[src/rtl/uart_tx_serial_pkg.sv]
// Shared UART definitions: FSM state encodings, baud divisor and parity helpers.
// Optional parity is selected by defining UART_TX_PARITY_EN (left undefined by default).
package uart_tx_serial_pkg;

  typedef enum logic [2:0] {
    ST_IDLE   = 3'd0,
    ST_START  = 3'd1,
    ST_DATA   = 3'd2,
    ST_PARITY = 3'd3,
    ST_STOP   = 3'd4,
    ST_DONE   = 3'd5
  } tx_state_e;

  // Clock cycles per bit; integer divide, caller guarantees a result >= 2
  function automatic int unsigned calc_bps_cnt(input int unsigned clk_freq,
                                               input int unsigned baud_rate);
    return clk_freq / baud_rate;
  endfunction

  function automatic logic even_parity(input logic [7:0] data);
    return ^data;
  endfunction

endpackage

[src/rtl/uart_tx_serial_baud_tick.sv]
// Bit-time counter: counts 0..BPS_CNT-1 while enabled, tick marks the last cycle of a bit.
module uart_baud_tick #(
  parameter int unsigned BPS_CNT = 2
) (
  input  logic CLK,
  input  logic RSTn,
  input  logic clear,
  input  logic enable,
  output logic tick
);

  localparam int unsigned CNT_W = (BPS_CNT > 2) ? $clog2(BPS_CNT) : 1;
  localparam logic [CNT_W-1:0] CNT_MAX = CNT_W'(BPS_CNT - 1);

  logic [CNT_W-1:0] cnt_r;

  // Wrapping bit-time counter; clear has priority over counting
  always_ff @(posedge CLK) begin
    if (!RSTn) begin
      cnt_r <= {CNT_W{1'b0}};
    end else if (clear) begin
      cnt_r <= {CNT_W{1'b0}};
    end else if (enable) begin
      if (cnt_r == CNT_MAX) begin
        cnt_r <= {CNT_W{1'b0}};
      end else begin
        cnt_r <= cnt_r + CNT_W'(1'b1);
      end
    end else begin
      cnt_r <= cnt_r;
    end
  end

  assign tick = (cnt_r == CNT_MAX);

endmodule

[src/rtl/uart_tx_serial.sv]
// UART transmitter, 8N1/8N2 LSB first, one frame per request with a one-cycle Done pulse.
// Define UART_TX_PARITY_EN to insert an even-parity bit between data and stop bits.
module uart_tx_serial
  import uart_tx_serial_pkg::*;
#(
  parameter int unsigned CLK_FREQ  = 50_000_000,
  parameter int unsigned BAUD_RATE = 9600,
  parameter int unsigned STOP_BITS = 1
) (
  input  logic       CLK,
  input  logic       RSTn,
  input  logic       TX_En_Sig,
  input  logic [7:0] TX_Data,
  output logic       TX_Done_Sig,
  output logic       TX_Busy,
  output logic       TX_Pin_Out
);

  localparam int unsigned BPS_CNT = calc_bps_cnt(CLK_FREQ, BAUD_RATE);
  localparam logic STOP_LAST = (STOP_BITS == 32'd2) ? 1'b1 : 1'b0;

  tx_state_e  state_r;
  logic [7:0] shift_r;
  logic [2:0] bit_idx_r;
  logic       stop_idx_r;
  logic       done_r;
  logic       busy_r;
  logic       pin_r;
  logic       tick_s;
  logic       cnt_clear_s;
  logic       cnt_en_s;
`ifdef UART_TX_PARITY_EN
  logic       parity_r;
`endif

  assign cnt_clear_s = (state_r == ST_IDLE) && TX_En_Sig;
  assign cnt_en_s    = (state_r != ST_IDLE) && (state_r != ST_DONE);

  uart_baud_tick #(
    .BPS_CNT (BPS_CNT)
  ) u_baud_tick (
    .CLK    (CLK),
    .RSTn   (RSTn),
    .clear  (cnt_clear_s),
    .enable (cnt_en_s),
    .tick   (tick_s)
  );

  // Frame FSM; outputs are registered alongside the transition so the line leads the state by nothing
  always_ff @(posedge CLK) begin
    if (!RSTn) begin
      state_r    <= ST_IDLE;
      shift_r    <= 8'h00;
      bit_idx_r  <= 3'd0;
      stop_idx_r <= 1'b0;
      done_r     <= 1'b0;
      busy_r     <= 1'b0;
      pin_r      <= 1'b1;
`ifdef UART_TX_PARITY_EN
      parity_r   <= 1'b0;
`endif
    end else begin
      case (state_r)
        ST_IDLE: begin
          done_r <= 1'b0;
          if (TX_En_Sig) begin
            shift_r    <= TX_Data;
`ifdef UART_TX_PARITY_EN
            parity_r   <= even_parity(TX_Data);
`endif
            bit_idx_r  <= 3'd0;
            stop_idx_r <= 1'b0;
            busy_r     <= 1'b1;
            pin_r      <= 1'b0;
            state_r    <= ST_START;
          end else begin
            busy_r <= 1'b0;
            pin_r  <= 1'b1;
          end
        end
        ST_START: begin
          if (tick_s) begin
            pin_r   <= shift_r[0];
            state_r <= ST_DATA;
          end
        end
        ST_DATA: begin
          if (tick_s) begin
            if (bit_idx_r == 3'd7) begin
`ifdef UART_TX_PARITY_EN
              pin_r   <= parity_r;
              state_r <= ST_PARITY;
`else
              pin_r   <= 1'b1;
              state_r <= ST_STOP;
`endif
            end else begin
              // shift_r[0] is already on the line, so the next bit sits at index 1
              bit_idx_r <= bit_idx_r + 3'd1;
              shift_r   <= {1'b0, shift_r[7:1]};
              pin_r     <= shift_r[1];
            end
          end
        end
`ifdef UART_TX_PARITY_EN
        ST_PARITY: begin
          if (tick_s) begin
            pin_r   <= 1'b1;
            state_r <= ST_STOP;
          end
        end
`endif
        ST_STOP: begin
          if (tick_s) begin
            if (stop_idx_r == STOP_LAST) begin
              done_r  <= 1'b1;
              state_r <= ST_DONE;
            end else begin
              stop_idx_r <= stop_idx_r + 1'b1;
            end
          end
        end
        ST_DONE: begin
          done_r  <= 1'b0;
          busy_r  <= 1'b0;
          pin_r   <= 1'b1;
          state_r <= ST_IDLE;
        end
        default: begin
          done_r  <= 1'b0;
          busy_r  <= 1'b0;
          pin_r   <= 1'b1;
          state_r <= ST_IDLE;
        end
      endcase
    end
  end

  assign TX_Done_Sig = done_r;
  assign TX_Busy     = busy_r;
  assign TX_Pin_Out  = pin_r;

endmodule

[config.mk]
export PLATFORM = sky130hd
export DESIGN_NAME = uart_tx_serial
export DESIGN_NICKNAME = d
export VERILOG_FILES = /design/src/rtl/uart_tx_serial_pkg.sv /design/src/rtl/uart_tx_serial_baud_tick.sv /design/src/rtl/uart_tx_serial.sv
export SDC_FILE = /design/constraint.sdc
export NUM_CORES = 1
export LEC_CHECK = 0
export CAP_MARGIN = 20
export CORE_ASPECT_RATIO = 0.5
export CORE_MARGIN = 8
export CORE_UTILIZATION = 55
export DETAILED_ROUTE_END_ITERATION = 10
export HOLD_SLACK_MARGIN = 0.06
export PLACE_DENSITY = 0.89
export SLEW_MARGIN = 20
export SYNTH_ARGS = -nofsm -noshare
export SYNTH_HDL_FRONTEND = slang
export SYNTH_SLANG_ARGS = --single-unit
export TNS_END_PERCENT = 5
[constraint.sdc]
create_clock -name CLK -period 4.2 [get_ports CLK]
set_input_delay 0.63 -clock CLK [delete_from_list [all_inputs] [get_ports CLK]]
set_output_delay 0.63 -clock CLK [all_outputs]
set_load 0.01 [all_outputs]
Word level (Yosys, flattened, before mapping)
Cells that the tools add are included.
- word-level logic and storage cells: 71
- register bits after elaboration: 31
- bitwise operators: 3
- $add $sub $neg: 3
- mux-type cells: 30
- reductions and logical operators: 14
- equal/unequal tests: 13
- operators with widths (cell ; count):
    3-bit 2-to-1 mux ; 9
    8-bit 2-to-1 mux ; 3
    8-bit case mux with 2 select lines ; 1
    2-bit != test (second input constant) ; 7
    13-bit by 1-bit adder with 13-bit output (second input constant) ; 1
    13-bit == test (second input constant) ; 1
    13-bit 2-to-1 mux ; 1
    3-bit case mux with 4 select lines ; 1
    1-bit 2-to-1 mux ; 10
    3-bit AND reduction ; 3
    3-bit == test (second input constant) ; 2
    1-bit case mux with 2 select lines ; 3
    3-bit case mux with 2 select lines ; 1
    6-bit AND reduction ; 1
    1-bit case mux with 4 select lines ; 1
    4-bit AND reduction ; 1
    2-bit nonzero test ; 2
    2-bit OR reduction ; 2
    3-bit by 1-bit adder with 3-bit output (second input constant) ; 1
    3-bit by 1-bit == test with 1-bit output (second input constant) ; 1
    3-bit by 2-bit == test with 1-bit output (second input constant) ; 1
    3-bit logical NOT ; 1
    3-bit != test (second input constant) ; 1
    1-bit inverter ; 3
    4 further kinds ; 5

Longest topological paths before layout
Gate-level depths: netlist of run 1.
- depth in word-level cells: 4
- depth in mapped cells: 7
- depth with buffers taken out: 6

Modules after synthesis
From an unflattened synthesis of run 1, not the netlist that was laid out.
- cells, all modules: 168
- area, all modules: 1562.7 um2
- modules (own cells, without submodules) (module ; instances ; sequential area each (um2) ; cells each ; area each (um2)):
    uart_tx_serial ; 1 ; 340.3 ; 99 ; 944.7
    uart_baud_tick ; 1 ; 260.2 ; 69 ; 618.1

Least setup slack after synthesis of run 1
No wires, ideal clock.
- kind: register to register
- start point: register u_baud_tick.cnt_r[0]
- end point: register shift_r[6]
- period minus slack after synthesis: 1751 ps
- slack: 2449 ps
- data required time: 4084 ps
- arrival time: 1635 ps
- buffers on the path: 1
- stages on the path, launching flop included: 7
- cells stage by stage: dfxtp_1 -> ha_1 -> and4b_1 -> nand3_2 -> a2111o_1 -> buf_6 -> a31o_1
- cells in the longest elaborated chain, start to end: 3
- RTL lines (what ; line ; RTL):
    start: declaration ; uart_tx_serial_baud_tick.sv:15 ; logic [CNT_W-1:0] cnt_r;
    start signal: assignment ; uart_tx_serial_baud_tick.sv:20 ; cnt_r <= {CNT_W{1'b0}};
    start signal: assignment ; uart_tx_serial_baud_tick.sv:22 ; cnt_r <= {CNT_W{1'b0}};
    start signal: assignment ; uart_tx_serial_baud_tick.sv:25 ; cnt_r <= {CNT_W{1'b0}};
    13-bit == test ; uart_tx_serial_baud_tick.sv:34 ; assign tick = (cnt_r == CNT_MAX);
    2-bit != test (no source line) ; n/a ;
    4-bit AND reduction (no source line) ; n/a ;
    end signal: assignment ; uart_tx_serial.sv:67 ; shift_r <= TX_Data;
    end signal: assignment ; uart_tx_serial.sv:100 ; shift_r <= {1'b0, shift_r[7:1]};
    end: declaration ; uart_tx_serial.sv:23 ; logic [7:0] shift_r;
Every way passes these cells.
A chain may end at the register's enable or synchronous reset.

Final worst setup path of run 1
- start point: input TX_En_Sig
- end point: register u_baud_tick.cnt_r[5]
- cells in the longest elaborated chain, start to end: 2
- RTL lines (what ; line ; RTL):
    start: declaration ; uart_tx_serial.sv:12 ; input logic TX_En_Sig,
    1-bit logical AND ; uart_tx_serial.sv:36 ; assign cnt_clear_s = (state_r == ST_IDLE) && TX_En_Sig;
    2-bit OR reduction (no source line) ; n/a ;
    end signal: assignment ; uart_tx_serial_baud_tick.sv:25 ;
    end signal: assignment ; uart_tx_serial_baud_tick.sv:27 ; cnt_r <= cnt_r + CNT_W'(1'b1);
    end signal: assignment ; uart_tx_serial_baud_tick.sv:30 ; cnt_r <= cnt_r;
Every way passes these cells.

==> results.json, run 1 <==
{
  "status": "finished clean",
  "remaining_drc_errors": 0,
  "cts_buffers": 5,
  "die_area_um2": 4890,
  "synth_compound_area_share_pct": 21.1,
  "cts_max_level": 2,
  "async_reset_ff_share_pct": 0,
  "placed_cells": 220,
  "worst_slew_pin_slew_ns": 0.891,
  "fill_cells": 235,
  "crit_path_max_fanout": 13,
  "core.rowCount": 13,
  "final_core_util_pct": 67.9,
  "die_w_um": 91.2,
  "die_y_um": 53.6,
  "io_pins": 14,
  "place_hpwl_um": 2320,
  "dr.pass1.iters": 4,
  "leakage_nw": 0.646,
  "placed_area_um2": 1700,
  "grt_max_degree": 33,
  "wirelength_um": 3290,
  "max_cap_viol_count": 0,
  "register_area_um2": 601,
  "antenna_found_initial": 0,
  "fin_worst_skew_ns": 0.00372,
  "fin_nets": 204,
  "synth_nets": 192,
  "synth-edff-count": 0,
  "cp-end-kind": "flop",
  "worstHoldStart": "bit_idx_r[1]",
  "synth.largest_area_cell": "dfxtp_1",
  "power_frac_seq_pct": 51.2,
  "cts_resized": 0,
  "start_util_pct": 59.0,
  "fin_tns_setup_ns": 0,
  "coreArea_um2": 2640,
  "fmax_mhz": 427,
  "setup_violations": 0,
  "root_buffer": "clkbuf_8",
  "slew_viol_final": 0,
  "gp_congestion": 0.897,
  "period_share_pct": 55.8,
  "min_period_ns": 2.34,
  "clockBufferDepth": 2,
  "avgSynthCellArea_um2": 8.74,
  "final_area_um2": 1790,
  "grt_pass1_wl_um": 5540,
  "ys_warn_count": 0,
  "postCtsHoldBufs": 0,
  "clkSlewWorstSetupHoldPaths_ns": 0.06,
  "synth_xor_area_share_pct": 4.99,
  "hp-class": "flop to flop",
  "synth_area_leaders": "dfxtp_1 (39%), o21ai_0 (5.1%), a31o_1 (3.9%)",
  "yosys.area.top_type_share_pct": 38.6,
  "startpoint_type": "input port",
  "power_switching_mw": 0.137,
  "grt-ovfl-total": 0,
  "worstSetupPathType": "input port to flop",
  "power.density_nw_per_um2": 327,
  "areaGrowthSynthToFinish_pct": 15.0,
  "synth_flop_cell": "dfxtp_1",
  "reg2reg_from": "state_r[2]",
  "syn_area_um2": 1560,
  "grt_usage_pct": 14.1,
  "crit_start": "TX_En_Sig",
  "finalHoldViolations": 0,
  "synth_top_family_by_area": "simple AND/OR/NAND/NOR gates",
  "yosys.area_share.simple_pct": 24.4,
  "combPwrFrac_pct": 8.4,
  "synthAdderAreaFrac_pct": 2.41,
  "io_buffers": 13,
  "final_antenna_net_count": 0,
  "wl_per_cell_um": 14.4,
  "synth.ff_latch_count": 30,
  "cp.required_ns": 4.33,
  "yosysUniqueCellTypes": 48,
  "postCtsSetupBuffers": 0,
  "stdcell_count": 228,
  "synthCells": 178,
  "worst_slack_ns": 1.86,
  "synth-seq-area-share_pct": 38.6,
  "rsz0062_at_grt": "false",
  "drt-initial-drc-count": 107,
  "drive_above_1_share_pct": 8.38,
  "diodes": 0,
  "insertion_delay_ns": 0.28,
  "vias": 1374,
  "irDropWorstVdd_mv": 0.176,
  "grt_pass1_vias": 1220,
  "clkPwrFrac_pct": 40.4,
  "multi_input_area_um2": 893,
  "dp_slack_ns": 1.60,
  "swShare_pct": 23.3,
  "cts.sinks": 30,
  "cp.arrival_ns": 2.47,
  "max_slew_margin_pct": 40.2,
  "synthMuxAreaShare_pct": 4.59,
  "internal_power_mw": 0.449,
  "cts_tree": "built",
  "vias_per_cell": 6.03
}
-- cell usage in the layout (no fill, tap or decap), types with 2 or more instances in the layout --
cell type         n
o211ai_1          4
inv_1             5
or3_1             4
nor3_1            2
a31o_1            7
nand3_1          11
xor2_1            7
nor2_1           13
mux2i_1           6
o21ai_0          16
a21oi_1           8
ha_1              3
nand2_1          16
o2111ai_1         3
clkdlybuf4s50_1  13
nand2b_1          2
clkbuf_8          6
dfxtp_1          30
and3_1            5
-- layer usage --
layer | GRT usage [%] | wire, um | up-vias
met1 | 16.0 | 1500 | 641
met2 | 24.5 | 1550 | 40
met4 | 6.97 | 59 | 0
met5 | 0 | 0 | -
met3 | 4.71 | 172 | 9
li1 | - | - | 684
-- area by class of cell --
| cell class | instances | share of cell area, % |
|---|---|---|
| Clock buffer | 7 | 4.83 |
| Clock inverter | 1 | 0.280 |
| Inverter | 5 | 1.05 |
| Multi-Input combinational cell | 134 | 50.0 |
| Sequential cell | 30 | 33.6 |
| Tap cell | 37 | 2.59 |
| Timing Repair Buffer | 14 | 7.70 |
-- critical path, stage by stage --
cell	delay, ns
clkdlybuf4s50_1	0.51
nor4b_2	0.61
nor2_1	0.08
o21ai_1	0.50
nor2_1	0.13
-- sequential cells by signal (all words and copies together), names as in the netlist --
signal,cells
TX_Pin_Out,1
shift_r,8
u_baud_tick.cnt_r,13
TX_Done_Sig,1
TX_Busy,1
bit_idx_r,3
state_r,3
-- logic make-up (layout without fill, tap and decap cells) --
family / Yosys count / after routing
DFF: 30 / 30
muxes: 7 / 7
buffers and inverters: 14 / 27
adders and majority gates: 3 / 3
AOI/OAI and AO/OA: 49 / 49
xor gates and xnor gates: 8 / 8
and+or+nand+nor: 67 / 67
-- cell usage after synthesis (all sizes together) (2+ instances only) --
library cell and n:
dfxtp 30, o21ai 18, nand2 16, nor2 13, nand3 12, a21oi 8, a31o 8, xor2 8
clkbuf 6, mux2i 6, and3 5, inv 5, o211ai 4, or3 4, buf 3, ha 3
nor4b 3, o2111ai 3, nand2b 2, nor3 2
-- power groups by stage --
stage          Combinational (mW)  Sequential [mW]  Clock [mW]
2_1_floorplan              0.0319            0.304           0
3_3_place_gp               0.0477            0.305           0
3_5_place_dp               0.0489            0.306           0
4_1_cts                    0.0492            0.300       0.241
5_1_grt                    0.0541            0.301       0.252
6_report                   0.0490            0.300       0.237
-- path summary, 6_finish.rpt --
kind | end | slack (ns) | cells past startpoint
worst max register to register | u_baud_tick.cnt_r[5] | 1.98 | 4
worst min-delay path | bit_idx_r[1] | 0.47 | 2
worst min register to register | bit_idx_r[1] | 0.47 | 2
worst max-delay path | u_baud_tick.cnt_r[5] | 1.86 | 5
-- stage by stage --
step	power, mW	hold WS, ns
floorplan	0.336	0.442
finish	0.585	0.471
CTS	0.589	0.471
detailed placement	0.355	0.458
global route	0.607	0.504
global placement	0.353	0.450
Note: power is estimated with default switching activity, not from simulation.
==> run 2: changes to the inputs <==
Clock period 4.2 ns to 2.2 ns, I/O delays scaled along.
==> run 2 against run 1 <==
Routed wire length increased by 1.6%. Sequential share of layout area is 0.55 points lower. Worst setup slack worse by 1.6 ns. Via count is 1.7% higher. Sequential cell count unchanged. Total power grew 93%. Sequential power grew 91%. Clock power rose by 94%. Clock skew rose by 0.00080 ns. Global-route usage grew 0.52 points. Register-to-register slack got worse by 1.8 ns. Non-clock buffer count is 4 higher.
==> results.json, run 2 (synthesized netlist as in run 1, its figures left out) <==
{
  "status": "finished clean",
  "drive_above_1_share_pct": 10.3,
  "finalHoldViolations": 0,
  "remaining_drc_errors": 0,
  "power.density_nw_per_um2": 622,
  "die_y_um": 53.6,
  "rrSetupSlack_ns": 0.23,
  "diodes": 0,
  "die_area_um2": 4890,
  "stdcell_count": 232,
  "leakage_nw": 0.667,
  "gp_congestion": 0.940,
  "rsz0062_at_grt": "false",
  "areaGrowthSynthToFinish_pct": 16.9,
  "cp.required_ns": 2.38,
  "wirelength_um": 3340,
  "clkSlewWorstSetupHoldPaths_ns": 0.06,
  "hp-class": "flop to flop",
  "worstSetupPathType": "flop to flop",
  "setup_violations": 0,
  "slew_viol_final": 0,
  "fin_nets": 208,
  "layout_commonest_cell": "dfxtp_1",
  "insertion_delay_ns": 0.28,
  "grt_pass1_vias": 1219,
  "die_w_um": 91.2,
  "fill_cells": 226,
  "min_period_ns": 1.97,
  "cp_slowest_cell": "a2111o_1",
  "cts_tree": "built",
  "drt-initial-drc-count": 61,
  "layout_common_cells": "dfxtp_1 (30), o21ai_0 (16), nand2_1 (16)",
  "cts.sinks": 30,
  "max_cap_viol_count": 0,
  "finalPower_mw": 1.13,
  "path_depth": 5,
  "cts_resized": 0,
  "fin_tns_setup_ns": 0,
  "critPathBufInv": 0,
  "postCtsHoldBufs": 0,
  "period_share_pct": 89.6,
  "register_area_um2": 601,
  "cp_top_family": "compound AO/OA/AOI/OAI gates",
  "path_cells": "ha_1, and4b_1, nand3_2, a2111o_1, a31o_2",
  "place_hpwl_um": 2300,
  "cp-end-kind": "flop",
  "startpoint_type": "flop",
  "fmax_mhz": 508,
  "multi_input_area_um2": 893,
  "worst_slew_pin_slew_ns": 0.580,
  "rr_worst_depth": 5,
  "max_slew_margin_pct": 60.9,
  "postCtsSetupBuffers": 0,
  "top_regs": "u_baud_tick.cnt_r (13), shift_r (8)",
  "irDropWorstVdd_mv": 0.330,
  "dr.pass1.iters": 4,
  "slowest_delay_ns": 0.62,
  "largest_register_ffs": 13,
  "placed_cells": 224,
  "io_buffers": 13,
  "fin_worst_skew_ns": 0.00452,
  "start_util_pct": 59.0,
  "crit_path_max_fanout": 11,
  "vias_per_cell": 6.03,
  "cts_max_level": 2,
  "vias": 1398,
  "grt_max_degree": 32,
  "top_register": "u_baud_tick.cnt_r",
  "grt-ovfl-total": 0,
  "root_buffer": "clkbuf_8",
  "antenna_found_initial": 0,
  "grt_usage_pct": 14.7,
  "final_antenna_net_count": 0,
  "cp.arrival_ns": 2.15,
  "cts_buffers": 5,
  "core.rowCount": 13,
  "io_pins": 14,
  "grt_pass1_wl_um": 5650,
  "hold_ws_ns": 0.468,
  "wl_per_cell_um": 14.4,
  "hold_depth": 2,
  "clockBufferDepth": 2,
  "coreArea_um2": 2640
}
==> run 2: cell count changes in the layout (fill, tap and decap cells not counted) <==
cell,delta
buf_4,+4
==> run 2: path summary, 6_finish.rpt <==
check	from	to
worst min register to register	bit_idx_r[1]	bit_idx_r[1]
worst max-delay path	u_baud_tick.cnt_r[0]	shift_r[0]
worst min-delay path	bit_idx_r[1]	bit_idx_r[1]
worst max register to register	u_baud_tick.cnt_r[0]	shift_r[0]
==> run 2: final cells by class <==
cell class | instances | share of cell area [%]
multi-input combinational | 134 | 49.1
sequential | 30 | 33.0
timing repair buffer | 18 | 9.22
clock buffer | 7 | 4.75
tap | 37 | 2.55
inverter | 5 | 1.03
clock inverter | 1 | 0.275
==> run 2: power by group <==
part,switching (mW),leakage [nW],total (mW),internal (mW)
logic,0.0498,0.375,0.0992,0.0494
clock network,0.208,0.0482,0.459,0.252
registers,0.0138,0.244,0.573,0.559
==> run 2: metal layers <==
layer	GRT usage, %	share of wire [%]
met5	0	0
met1	17.3	49
met4	7.77	2.0
met3	6.23	5.5
met2	22.9	44
==> run 2: per-stage QoR <==
step / instance area (um^2) / worst slack, ns / util, %
floorplan: 1560 / 0.449 / -
global placement: 1730 / 0.272 / 65.5
detailed placement: 1730 / 0.254 / 65.5
CTS: 1820 / 0.244 / 69.0
global route: 1820 / 0.0624 / 69.0
finish: 1820 / 0.230 / 69.0
==> run 2: worst register-to-register path: stages (launching register included) <==
cell and delay (ns):
dfxtp_1 0.36, ha_1 0.18, and4b_1 0.27, nand3_2 0.13, a2111o_1 0.62, a31o_2 0.31
